**src/rtl/cdb_arbiter_pkg.sv**
```systemverilog
// Shared types for the common data bus: condition/exception flags and the
// registered CDB entry, plus an index-width helper used by arbiter and bus.
package cdb_arbiter_pkg;

   // Widest reservation-station id any instance may carry; instances use fewer bits.
   localparam int unsigned RS_ID_MAX = 8;

   // CR0 (lt/gt/eq/so) and XER (ov/ca) side effects travelling with a result.
   typedef struct packed {
      logic lt;
      logic gt;
      logic eq;
      logic so;
      logic ov;
      logic ca;
   } cond_exception_t;

   typedef struct packed {
      logic [RS_ID_MAX-1:0] rs_id;
      logic [0:4]           reg_addr;
      logic [0:31]          result;
      cond_exception_t      cr0_xer;
   } cdb_entry_t;

   // Width of a unit index; never below 1 bit.
   function automatic int unsigned idx_width(input int unsigned n);
      return (n <= 2) ? 1 : $clog2(n);
   endfunction

endpackage

```
**src/rtl/cdb_arbiter_if.sv**
```systemverilog
// Result ports of all execution units plus the single CDB output stage.
// master: arbiter view; slave: units/consumer view.
interface cdb_arbiter_if #(
   parameter int unsigned NUM_UNITS   = 4,
   parameter int unsigned RS_ID_WIDTH = 5
);
   import cdb_arbiter_pkg::*;

   localparam int unsigned IW = idx_width(NUM_UNITS);

   logic [NUM_UNITS-1:0]                  unit_valid;
   logic [NUM_UNITS-1:0]                  unit_ready;
   logic [NUM_UNITS-1:0][RS_ID_WIDTH-1:0] unit_rs_id;
   logic [NUM_UNITS-1:0][4:0]             unit_reg_addr;
   logic [NUM_UNITS-1:0][31:0]            unit_result;
   cond_exception_t [NUM_UNITS-1:0]       unit_cr0_xer;

   logic                                  cdb_valid;
   logic                                  cdb_ready;
   logic [RS_ID_WIDTH-1:0]                cdb_rs_id;
   logic [4:0]                            cdb_reg_addr;
   logic [31:0]                           cdb_result;
   cond_exception_t                       cdb_cr0_xer;
   logic [IW-1:0]                         cdb_unit;

   modport master (
      input  unit_valid, unit_rs_id, unit_reg_addr, unit_result, unit_cr0_xer, cdb_ready,
      output unit_ready, cdb_valid, cdb_rs_id, cdb_reg_addr, cdb_result, cdb_cr0_xer, cdb_unit
   );

   modport slave (
      output unit_valid, unit_rs_id, unit_reg_addr, unit_result, unit_cr0_xer, cdb_ready,
      input  unit_ready, cdb_valid, cdb_rs_id, cdb_reg_addr, cdb_result, cdb_cr0_xer, cdb_unit
   );

endinterface

```
**src/rtl/cdb_arbiter_rr_arbiter.sv**
```systemverilog
// Combinational round-robin arbiter: first requester at or after ptr wins,
// wrapping from N-1 to 0. Grant is one-hot or zero.
module rr_arbiter
   import cdb_arbiter_pkg::*;
#(
   parameter int unsigned N  = 4,
   parameter int unsigned IW = idx_width(N)
) (
   input  logic [N-1:0]  req,
   input  logic [IW-1:0] ptr,
   input  logic          enable,
   output logic [N-1:0]  grant,
   output logic [IW-1:0] grant_idx
);

   int unsigned pos;
   logic        found;

   // Scan N positions from ptr; wrap by explicit compare so non-power-of-two N works.
   always_comb begin
      grant     = '0;
      grant_idx = '0;
      found     = 1'b0;
      pos       = 0;
      if (enable) begin
         for (int unsigned k = 0; k < N; k++) begin
            pos = 32'(ptr) + k;
            if (pos >= N) pos = pos - N;
            if (!found && req[pos[IW-1:0]]) begin
               found              = 1'b1;
               grant[pos[IW-1:0]] = 1'b1;
               grant_idx          = pos[IW-1:0];
            end
         end
      end
   end

endmodule

```
**src/rtl/cdb_arbiter.sv**
```systemverilog
// Common data bus arbiter: round-robin selection among execution-unit result
// ports into one full-throughput output register feeding writeback and the
// reservation-station operand update path.
module cdb_arbiter
   import cdb_arbiter_pkg::*;
#(
   parameter int unsigned NUM_UNITS   = 4,
   parameter int unsigned RS_ID_WIDTH = 5
) (
   input logic           clk,
   input logic           rst,
   cdb_arbiter_if.master bus
);

   localparam int unsigned IW = idx_width(NUM_UNITS);

   logic                 load_en;
   logic [NUM_UNITS-1:0] grant;
   logic [IW-1:0]        grant_idx;
   logic [IW-1:0]        rr_ptr;
   logic [IW-1:0]        ptr_next;
   logic                 cdb_valid_q;
   logic [IW-1:0]        cdb_unit_q;
   cdb_entry_t           entry_q;
   cdb_entry_t           entry_d;

   // Register may take a new entry when empty or when its current one drains.
   assign load_en = !cdb_valid_q || bus.cdb_ready;

   // Arbitration is suppressed while reset is held so no unit sees ready.
   rr_arbiter #(.N(NUM_UNITS), .IW(IW)) u_rr (
      .req       (bus.unit_valid),
      .ptr       (rr_ptr),
      .enable    (load_en && rst),
      .grant     (grant),
      .grant_idx (grant_idx)
   );

   assign bus.unit_ready = grant;

   // Select the winner's payload and the pointer slot just after it.
   always_comb begin
      entry_d          = '0;
      entry_d.rs_id    = RS_ID_MAX'(bus.unit_rs_id[grant_idx]);
      entry_d.reg_addr = bus.unit_reg_addr[grant_idx];
      entry_d.result   = bus.unit_result[grant_idx];
      entry_d.cr0_xer  = bus.unit_cr0_xer[grant_idx];
      ptr_next         = (grant_idx == IW'(NUM_UNITS - 1)) ? '0 : grant_idx + IW'(1);
   end

   // Output stage: load on handshake, drain on accept, hold under backpressure.
   always_ff @(posedge clk or negedge rst) begin
      if (!rst) begin
         cdb_valid_q <= 1'b0;
         cdb_unit_q  <= '0;
         entry_q     <= '0;
         rr_ptr      <= '0;
      end else if (load_en) begin
         if (|grant) begin
            cdb_valid_q <= 1'b1;
            cdb_unit_q  <= grant_idx;
            entry_q     <= entry_d;
            rr_ptr      <= ptr_next;
         end else begin
            cdb_valid_q <= 1'b0;
         end
      end
   end

   assign bus.cdb_valid    = cdb_valid_q;
   assign bus.cdb_unit     = cdb_unit_q;
   assign bus.cdb_rs_id    = RS_ID_WIDTH'(entry_q.rs_id);
   assign bus.cdb_reg_addr = entry_q.reg_addr;
   assign bus.cdb_result   = entry_q.result;
   assign bus.cdb_cr0_xer  = entry_q.cr0_xer;

endmodule

```
**src/flat_wrapper.sv**
```systemverilog
// flat-port wrapper written by rule: the top's interface ports become plain ports
module cdb_arbiter_flat import cdb_arbiter_pkg::*;
#(
   parameter int unsigned NUM_UNITS   = 4,
   parameter int unsigned RS_ID_WIDTH = 5
)
  (clk, rst, bus_unit_valid, bus_unit_rs_id, bus_unit_reg_addr, bus_unit_result, bus_unit_cr0_xer, bus_cdb_ready, bus_unit_ready, bus_cdb_valid, bus_cdb_rs_id, bus_cdb_reg_addr, bus_cdb_result, bus_cdb_cr0_xer, bus_cdb_unit);
  cdb_arbiter_if #(.NUM_UNITS(NUM_UNITS), .RS_ID_WIDTH(RS_ID_WIDTH)) bus_i ();
  input logic clk;
  input logic rst;
  input wire logic [$bits(bus_i.unit_valid)-1:0] bus_unit_valid;
  input wire logic [$bits(bus_i.unit_rs_id)-1:0] bus_unit_rs_id;
  input wire logic [$bits(bus_i.unit_reg_addr)-1:0] bus_unit_reg_addr;
  input wire logic [$bits(bus_i.unit_result)-1:0] bus_unit_result;
  input wire logic [$bits(bus_i.unit_cr0_xer)-1:0] bus_unit_cr0_xer;
  input wire logic [$bits(bus_i.cdb_ready)-1:0] bus_cdb_ready;
  output wire logic [$bits(bus_i.unit_ready)-1:0] bus_unit_ready;
  output wire logic [$bits(bus_i.cdb_valid)-1:0] bus_cdb_valid;
  output wire logic [$bits(bus_i.cdb_rs_id)-1:0] bus_cdb_rs_id;
  output wire logic [$bits(bus_i.cdb_reg_addr)-1:0] bus_cdb_reg_addr;
  output wire logic [$bits(bus_i.cdb_result)-1:0] bus_cdb_result;
  output wire logic [$bits(bus_i.cdb_cr0_xer)-1:0] bus_cdb_cr0_xer;
  output wire logic [$bits(bus_i.cdb_unit)-1:0] bus_cdb_unit;
  assign bus_i.unit_valid = bus_unit_valid;
  assign bus_i.unit_rs_id = bus_unit_rs_id;
  assign bus_i.unit_reg_addr = bus_unit_reg_addr;
  assign bus_i.unit_result = bus_unit_result;
  assign bus_i.unit_cr0_xer = bus_unit_cr0_xer;
  assign bus_i.cdb_ready = bus_cdb_ready;
  assign bus_unit_ready = bus_i.unit_ready;
  assign bus_cdb_valid = bus_i.cdb_valid;
  assign bus_cdb_rs_id = bus_i.cdb_rs_id;
  assign bus_cdb_reg_addr = bus_i.cdb_reg_addr;
  assign bus_cdb_result = bus_i.cdb_result;
  assign bus_cdb_cr0_xer = bus_i.cdb_cr0_xer;
  assign bus_cdb_unit = bus_i.cdb_unit;
  cdb_arbiter #(.NUM_UNITS(NUM_UNITS), .RS_ID_WIDTH(RS_ID_WIDTH)) u_core (.clk(clk), .rst(rst), .bus(bus_i));
endmodule
```
**config.mk**
```make
export PLATFORM = sky130hd
export DESIGN_NAME = cdb_arbiter_flat
export DESIGN_NICKNAME = d
export VERILOG_FILES = /design/src/rtl/cdb_arbiter_pkg.sv /design/src/rtl/cdb_arbiter_if.sv /design/src/rtl/cdb_arbiter_rr_arbiter.sv /design/src/rtl/cdb_arbiter.sv /design/src/flat_wrapper.sv
export SDC_FILE = /design/constraint.sdc
export NUM_CORES = 1
export LEC_CHECK = 0
export CORE_ASPECT_RATIO = 0.8
export CORE_UTILIZATION = 23
export CTS_BUF_LIST = sky130_fd_sc_hd__clkbuf_4 sky130_fd_sc_hd__clkbuf_8 sky130_fd_sc_hd__clkbuf_16
export CTS_CLUSTER_SIZE = 40
export DETAILED_ROUTE_END_ITERATION = 7
export DONT_BUFFER_PORTS = 1
export HOLD_SLACK_MARGIN = 0.08
export PLACE_DENSITY = 0.33
export SYNTH_ARGS = -nofsm -noshare
export SYNTH_HDL_FRONTEND = slang
export SYNTH_SLANG_ARGS = --single-unit
```
**constraint.sdc**
```tcl
create_clock -name clk -period 6.3 [get_ports clk]
set_input_delay 1.89 -clock clk [delete_from_list [all_inputs] [get_ports clk]]
set_output_delay 1.89 -clock clk [all_outputs]
set_load 0.01 [all_outputs]
```
# ---- Word-level counts from Yosys, hierarchy flattened
# Cells that the tools add are included.
dict set report op_classes {
  add_sub_neg 8
  mul 0
  n_div 0
  magnitude_cmp 13
  eq_ne 1
  n_shift 0
  n_mux 53
  n_bitwise 3
  reduce_logical 15
}
# operator n
set op_table {}
lappend op_table {{32-bit binary-select mux with 2-bit select} 1}
lappend op_table {{32-bit two-way mux} 1}
lappend op_table {{4-bit two-way mux} 8}
lappend op_table {{2-bit two-way mux} 14}
lappend op_table {{5-bit binary-select mux with 2-bit select} 2}
lappend op_table {{2-bit by 3-bit < comparator with 1-bit output, second input constant} 5}
lappend op_table {{1-bit two-way mux} 15}
lappend op_table {{6-bit binary-select mux with 2-bit select} 1}
lappend op_table {{4-bit bitwise OR} 3}
lappend op_table {{5-bit two-way mux} 2}
lappend op_table {{3-bit >= comparator, second input constant} 3}
lappend op_table {{1-bit binary-select mux with 2-bit select} 4}
lappend op_table {{1-bit demux with 2-bit select} 4}
lappend op_table {{2-bit by 1-bit >= comparator with 1-bit output, second input constant} 4}
lappend op_table {{1-bit logical AND} 8}
lappend op_table {{2-bit by 1-bit subtractor with 2-bit output, second input constant} 4}
lappend op_table {{2-bit by 2-bit adder with 3-bit output, second input constant} 2}
lappend op_table {{6-bit two-way mux} 1}
lappend op_table {{1-bit logical NOT} 4}
lappend op_table {{4-bit OR reduction} 1}
lappend op_table {{2-bit by 1-bit adder with 3-bit output, second input constant} 1}
lappend op_table {{2-bit by 3-bit >= comparator with 1-bit output, second input constant} 1}
lappend op_table {{2-bit by 1-bit adder with 2-bit output, second input constant} 1}
lappend op_table {{2-bit == test, second input constant} 1}
lappend op_table {{other kinds (2)} 2}
dict set report word_totals {
  reg_bits 53
  latchBits 0
  ram_bits 0
  rom_bits 0
  input_bits 199
  word_cells 105
  memories 0
}

# ---- Logic depth before layout (Yosys ltp)
# Gate-level depths: netlist of the first run.
dict set report depth {
  word_depth 22
  ltp_mapped 12
  depth_no_buf 9
}

# ---- Modules after synthesis
# A second synthesis of the first run with hierarchy kept.
dict set report unflattened {
  hier_cells 253
  hier_area_um2 3756.1
}
# mod instances cells_per_inst area_per_inst_um2
set by_module_without_submodules {}
lappend by_module_without_submodules {cdb_arbiter 1 177 3199.3}
lappend by_module_without_submodules {rr_arbiter 1 76 556.8}

# ---- Worst setup path before layout of the first run
# Ideal clock, no wire load.
dict set report synth_path {
  path_kind {in2out}
  from {input port bus_unit_valid[2]}
  to {output port bus_unit_ready[3]}
  arrival_time_ns 3.228
  t_required_ns 4.410
  setup_slack_ns 1.182
  cell_stages 6
  path_cell_list {buf_2 > mux4_2 > nor2b_4 > a22o_1 > a221oi_1 > nor2_1}
}
dict set report synth_via {
  elab_chain_cells 16
}
# item line
set synth_lines {}
lappend synth_lines {{start: declaration} flat_wrapper.sv:11} ;# input wire logic [$bits(bus_i.unit_valid)-1:0] bus_unit_valid;
lappend synth_lines {{1-bit binary-select mux with 2-bit select} cdb_arbiter_rr_arbiter.sv:29} ;# if (!found && req[pos[IW-1:0]]) begin
lappend synth_lines {{1-bit two-way mux (implied by the code)} cdb_arbiter_rr_arbiter.sv:29}
lappend synth_lines {{1-bit two-way mux} cdb_arbiter_rr_arbiter.sv:29}
lappend synth_lines {{1-bit two-way mux} cdb_arbiter_rr_arbiter.sv:25} ;# if (enable) begin
lappend synth_lines {{1-bit logical NOT} cdb_arbiter_rr_arbiter.sv:29}
lappend synth_lines {{1-bit logical AND} cdb_arbiter_rr_arbiter.sv:29}
lappend synth_lines {{1-bit two-way mux} cdb_arbiter_rr_arbiter.sv:29}
lappend synth_lines {{1-bit two-way mux} cdb_arbiter_rr_arbiter.sv:25}
lappend synth_lines {{1-bit logical NOT} cdb_arbiter_rr_arbiter.sv:29}
lappend synth_lines {{1-bit logical AND} cdb_arbiter_rr_arbiter.sv:29}
lappend synth_lines {{1-bit two-way mux} cdb_arbiter_rr_arbiter.sv:29}
lappend synth_lines {{1-bit two-way mux} cdb_arbiter_rr_arbiter.sv:25}
lappend synth_lines {{1-bit logical NOT} cdb_arbiter_rr_arbiter.sv:29}
lappend synth_lines {{1-bit logical AND} cdb_arbiter_rr_arbiter.sv:29}
lappend synth_lines {{4-bit two-way mux (*)} cdb_arbiter_rr_arbiter.sv:29}
lappend synth_lines {{4-bit two-way mux (*)} cdb_arbiter_rr_arbiter.sv:25}
lappend synth_lines {{end: declaration} flat_wrapper.sv:17} ;# output wire logic [$bits(bus_i.unit_ready)-1:0] bus_unit_ready;
# Mark *: on every way between the ends. The rest lies on a longest branch, timed or not. The select of a mux whose other input is x is not followed.

# ---- Worst setup path in the final report of the first run
dict set report layout_path {
  from {input port bus_unit_valid[3]}
  to {output port bus_unit_ready[0]}
}
# Same word-level chain as after synthesis.

==> reports/results.ini, run 1 <==
[outcome]
status = completed

[floorplan]
rows = 42
dieWidth_um = 148
core_area_um2 = 16600
fp.dieH_um = 119
die-area_um2 = 17500
initial_core_util = 0.236
ioPinCount = 254

[power_and_ir_drop]
leakage_uw = 0.00161
p_total_uw = 2360
p_per_area_nw_per_um2 = 565
vdd_ir_drop_max_uv = 247

[synth]
syn_inst = 456
muxShareOfSynthArea = 0.163
synth_warnings = 0
yosysSeqAreaShare = 0.339
ys_types = 42
syn_area_um2 = 3910
synth_top_cell_by_area = dfrtp_1
yosys.area_share.simple = 0.136
synthTopCellsByArea = dfrtp_1, mux2_2, nand2_1, a22oi_1, o21ai_0
synth_compound_area_frac = 0.267
synth_top_area_frac = 0.339
synth_top_family_by_area = compound AO/OA/AOI/OAI gates
synth-edff-count = 0
synth_flop_cell = dfrtp_1
synth.avg_cell_area_um2 = 8.58
synth-seq-cells = 53
synth_adder_area_share = 0.0256
synthArstFlopShare = 1.00
synth_fp_nets = 663
synth-xor-area-share = 0.00224

[worst_setup_path]
ff2ff_setup_slack_ps = 1980
rr_worst_depth = 10
endpoint_kind = primary output
r2r-end = u_core.bus.cdb_result[3]
path_class = primary input to primary output
crit_path_max_fanout = 12
r2r-start = u_core.rr_ptr[0]
crit_path_start_kind = primary input
cp_data_required_time_ps = 4410
worstPathArrival_ps = 3440

[sta]
fin_ws_ps = 970
clock_skew_ps = 4.39
max_freq_ghz = 0.188
period_needed_ps = 5330
rsz0062_at_grt = false
slew_headroom = 0.310
fin_crit_sh = 0.846
whs_ps = 551
finalHoldViolCount = 0
setup_violations = 0
setup_tns_ps = 0
worst_pin_slew_ps = 1030
drv_slew = 0

[finish]
fillCellCount = 1791
diodes = 0
seq_area_um2 = 1330
fin_nets = 632
multi_input_area_um2 = 2370
drive_above_1_share = 0.146
final_area_um2 = 4170
syn_to_final_growth_pct = 6.62
final_common_cell = nand2_1
layout_common_cells = nand2_1, o21ai_0, dfrtp_1, a22oi_1, mux2_2

[worst_hold_path]
hp-class = flip-flop to flip-flop
worstHoldPathCells = 2
hold_end = u_core.bus.cdb_result[11]
hold_start = u_core.bus.cdb_result[11]

[clocking]
post_cts_buffers = 0
cts_root_buffer = clkbuf_16
cts_made_buffers = 5
cts.path.max_buffers = 2
hold_buffers = 0
cts_resized = 0
cts_tree = done
clk_latency_ps = 300
clk_pin_slew_ps = 70
htreeDepth = 2
cts.sinks = 53

[place]
place_area_um2 = 4020
port-buffer-count = 0
dp_hpwl_um = 8200
globalplace.congestion = 0.736
place_ws_ps = 985

[grt]
grt_pass1_wl_um = 17200
grt_max_degree = 103
antenna_found_initial = 0
overflow = 0
grt_use_total = 0.127
grt_pass1_vias = 3189

[route]
avgRoutedWirePerCell_um = 17.5
drc = 0
drt-vias-per-instance = 4.97
drt-pass1-iter-count = 4
wl_um = 11300
vias = 3205
postRouteAntennaNets = 0
drtIter0Drc = 133

[run]
cap_violations = 0

## layout make-up
cell class	instances	area share
clock buffers	6	0.0333
clock inverters	1	0.00180
inverters	3	0.00270
multi-input cells	358	0.568
flip-flops and latches	53	0.318
well taps	220	0.0660
repair buffers	4	0.0102
## logic make-up after synthesis
kind of cell               Yosys count
AOI/OAI and AO/OA                  167
xor gates and xnor gates             1
adders and majority gates            8
buffers and inverters               45
DFF                                 53
muxes                               55
and+or+nand+nor                    127
## critical path: stages
cell and delay [ps]:
nor3b_1 110, o21ai_0 490, o41ai_1 300, a221oi_1 500, nor2_1 140
## state kept, by name, summed over array words and instances (netlist names)
register / flops
u_core.bus.cdb_valid: 1
u_core.bus.cdb_reg_addr: 5
u_core.rr_ptr: 2
u_core.bus.cdb_result: 32
u_core.bus.cdb_cr0_xer: 6
u_core.bus.cdb_rs_id: 5
u_core.bus.cdb_unit: 2
## per-stage QoR
step                      cells  utilization
after floorplan             456            -
after global placement      638        0.242
after detailed placement    638        0.242
after CTS                   645        0.251
after global routing        645        0.251
final                       645        0.251
## metal layers
metal  global-route usage  up-vias  wire, µm
met4               0.0316        0       116
li1                     -     1585         -
met1                0.144     1444      4620
met2                0.233      167      5690
met5                    0        -         0
met3               0.0355        9       869
## power by group
group	total [µW]	internal [µW]	switching [µW]
Clock	286	156	129
Combinational	1310	517	797
Sequential	756	522	234
## cells in the mapped netlist (3+ instances only)
cell type and number:
a221oi_1 4, nand2b_1 3, clkbuf_1 17, nor2_1 7, inv_1 3, o21ai_1 30
mux2i_1 3, a22oi_1 48, buf_2 14, o21ai_0 67, mux2_2 41, a22o_1 6
nand2_1 104, mux2_1 9, dfrtp_1 53, ha_1 8, buf_6 9
## worst max path at each step
stage / depth (start not counted) / from / to / slack (ps)
final: 5 / bus_unit_valid[3] / bus_unit_ready[0] / 970
after global routing: 5 / bus_unit_valid[3] / bus_unit_ready[1] / 860
after CTS: 5 / bus_unit_valid[3] / bus_unit_ready[1] / 990
after detailed placement: 5 / bus_unit_valid[3] / bus_unit_ready[1] / 980
after global placement: 5 / bus_unit_valid[3] / bus_unit_ready[1] / 1040
after floorplan: 6 / bus_unit_valid[2] / bus_unit_ready[3] / 1180
Note: power is estimated with default switching activity, not from simulation.
==> run 2: changes to the inputs <==
==> constraint.sdc (replaced) <==
create_clock -name clk -period 5.05 [get_ports clk]
set_input_delay 1.515 -clock clk [delete_from_list [all_inputs] [get_ports clk]]
set_output_delay 1.515 -clock clk [all_outputs]
set_load 0.01 [all_outputs]
==> run 2 against run 1 <==
Power grew 26%. Flip-flop and latch count did not move. Combinational power grew 28%. Clock-buffer cell count grew 1. Critical path depth increased by 1. Sequential share of layout area shrank 0.27 points. Non-clock buffer count rose by 3. Utilization increased by 0.22 points. Highest routed layer unchanged. Hold slack better by 1.2 ps. Final area increased by 0.87%. First-iteration DRC count is 13% lower.
==> reports/results.ini, run 2 (synthesis results as in run 1) <==
[grt]
grt_max_degree = 66
grt_pass1_wl_um = 16900
grt_use_total = 0.126
antenna_found_initial = 0
grt_pass1_vias = 3164
overflow = 0

[sta]
setup_tns_ps = 0
rsz0062_at_grt = false
max_freq_ghz = 0.212
fin_crit_sh = 0.934
setup_violations = 0
finalHoldViolCount = 0
slew_headroom = 0.407
period_needed_ps = 4720
worst_pin_slew_ps = 878
drv_slew = 0
clock_skew_ps = 5.42
whs_ps = 553

[finish]
diodes = 0
layout_common_cells = nand2_1, o21ai_0, dfrtp_1, a22oi_1, mux2_2
fillCellCount = 1796
syn_to_final_growth_pct = 7.55
seq_area_um2 = 1330
final_common_cell = nand2_1
multi_input_area_um2 = 2370
drive_above_1_share = 0.154
final_area_um2 = 4210
fin_nets = 635
largest_reg_flops = 32

[route]
drc = 0
wl_um = 11100
drt-pass1-iter-count = 5
postRouteAntennaNets = 0
vias = 3185
drtIter0Drc = 116
avgRoutedWirePerCell_um = 17.1
drt-vias-per-instance = 4.91

[worst_setup_path]
worstPathArrival_ps = 3200
crit_path_max_fanout = 18
cp_data_required_time_ps = 3540
path_class = flip-flop to primary output
endpoint_kind = primary output
crit_path_start_kind = flip-flop

[power_and_ir_drop]
p_total_uw = 2960
p_per_area_nw_per_um2 = 705
leakage_uw = 0.00163
vdd_ir_drop_max_uv = 246

[floorplan]
dieWidth_um = 148
initial_core_util = 0.236
rows = 42
die-area_um2 = 17500
core_area_um2 = 16600
ioPinCount = 254
fp.dieH_um = 119

[clocking]
hold_buffers = 0
cts_root_buffer = clkbuf_16
post_cts_buffers = 0
cts_made_buffers = 5
cts.path.max_buffers = 2
cts.sinks = 53
clk_latency_ps = 300
clk_pin_slew_ps = 70
cts_tree = done
htreeDepth = 2
cts_resized = 0

[place]
port-buffer-count = 0
globalplace.congestion = 0.738
dp_hpwl_um = 8080
place_area_um2 = 4060

[worst_hold_path]
hp-class = flip-flop to flip-flop

[run]
cap_violations = 0

[outcome]
status = completed

## run 2: cell types whose count changed in the layout (fill, tap and decap cells not counted), sizes merged
cell and delta:
clkbuf +1, buf +3
## run 2: per-stage QoR
step / utilization / setup slack (ps) / instances
after global routing: 0.253 / 55.3 / 649
after floorplan: - / 682 / 456
final: 0.253 / 332 / 649
after detailed placement: 0.244 / 517 / 641
after global placement: 0.244 / 533 / 641
after CTS: 0.253 / 364 / 649
## run 2: power by group
group / switching, µW / internal [µW] / leakage, µW / total [µW]
Combinational: 1010 / 670 / 0.000912 / 1680
Clock: 160 / 196 / 0.0000710 / 356
Sequential: 273 / 651 / 0.000651 / 924
Total: 1450 / 1520 / 0.00163 / 2960
## run 2: final timing paths
check	depth (start not counted)	from	slack (ps)	endpoint
max	6	u_core.rr_ptr[0]	330	bus_unit_ready[2]
min	2	u_core.bus.cdb_result[2]	550	u_core.bus.cdb_result[2]
max reg2reg	9	u_core.rr_ptr[0]	1180	u_core.bus.cdb_result[27]
min reg2reg	2	u_core.bus.cdb_result[2]	550	u_core.bus.cdb_result[2]
max in group asynchronous	0	rst	4050	u_core.rr_ptr[1]
min in group asynchronous	0	rst	910	u_core.bus.cdb_reg_addr[4]
## run 2: layout make-up
cell class / count / share of cell area
Clock buffer: 7 / 0.0333
Inverter: 3 / 0.00268
Multi-Input combinational cell: 358 / 0.563
Tap cell: 220 / 0.0654
Clock inverter: 1 / 0.00178
Sequential cell: 53 / 0.315
Timing Repair Buffer: 7 / 0.0184
## run 2: metal layers
metal | share of wire | global-route usage | vias up
met5 | 0 | 0 | -
met4 | 0.0090 | 0.0290 | 0
met3 | 0.075 | 0.0313 | 10
met2 | 0.50 | 0.231 | 179
met1 | 0.42 | 0.144 | 1407
li1 | - | - | 1589
## run 2: worst max-delay path, cell delays in order (launching register included)
cell	delay [ps]
dfrtp_1	740
inv_1	300
ha_1	460
inv_1	60
o41ai_1	820
a221oi_1	290
nor2_1	240
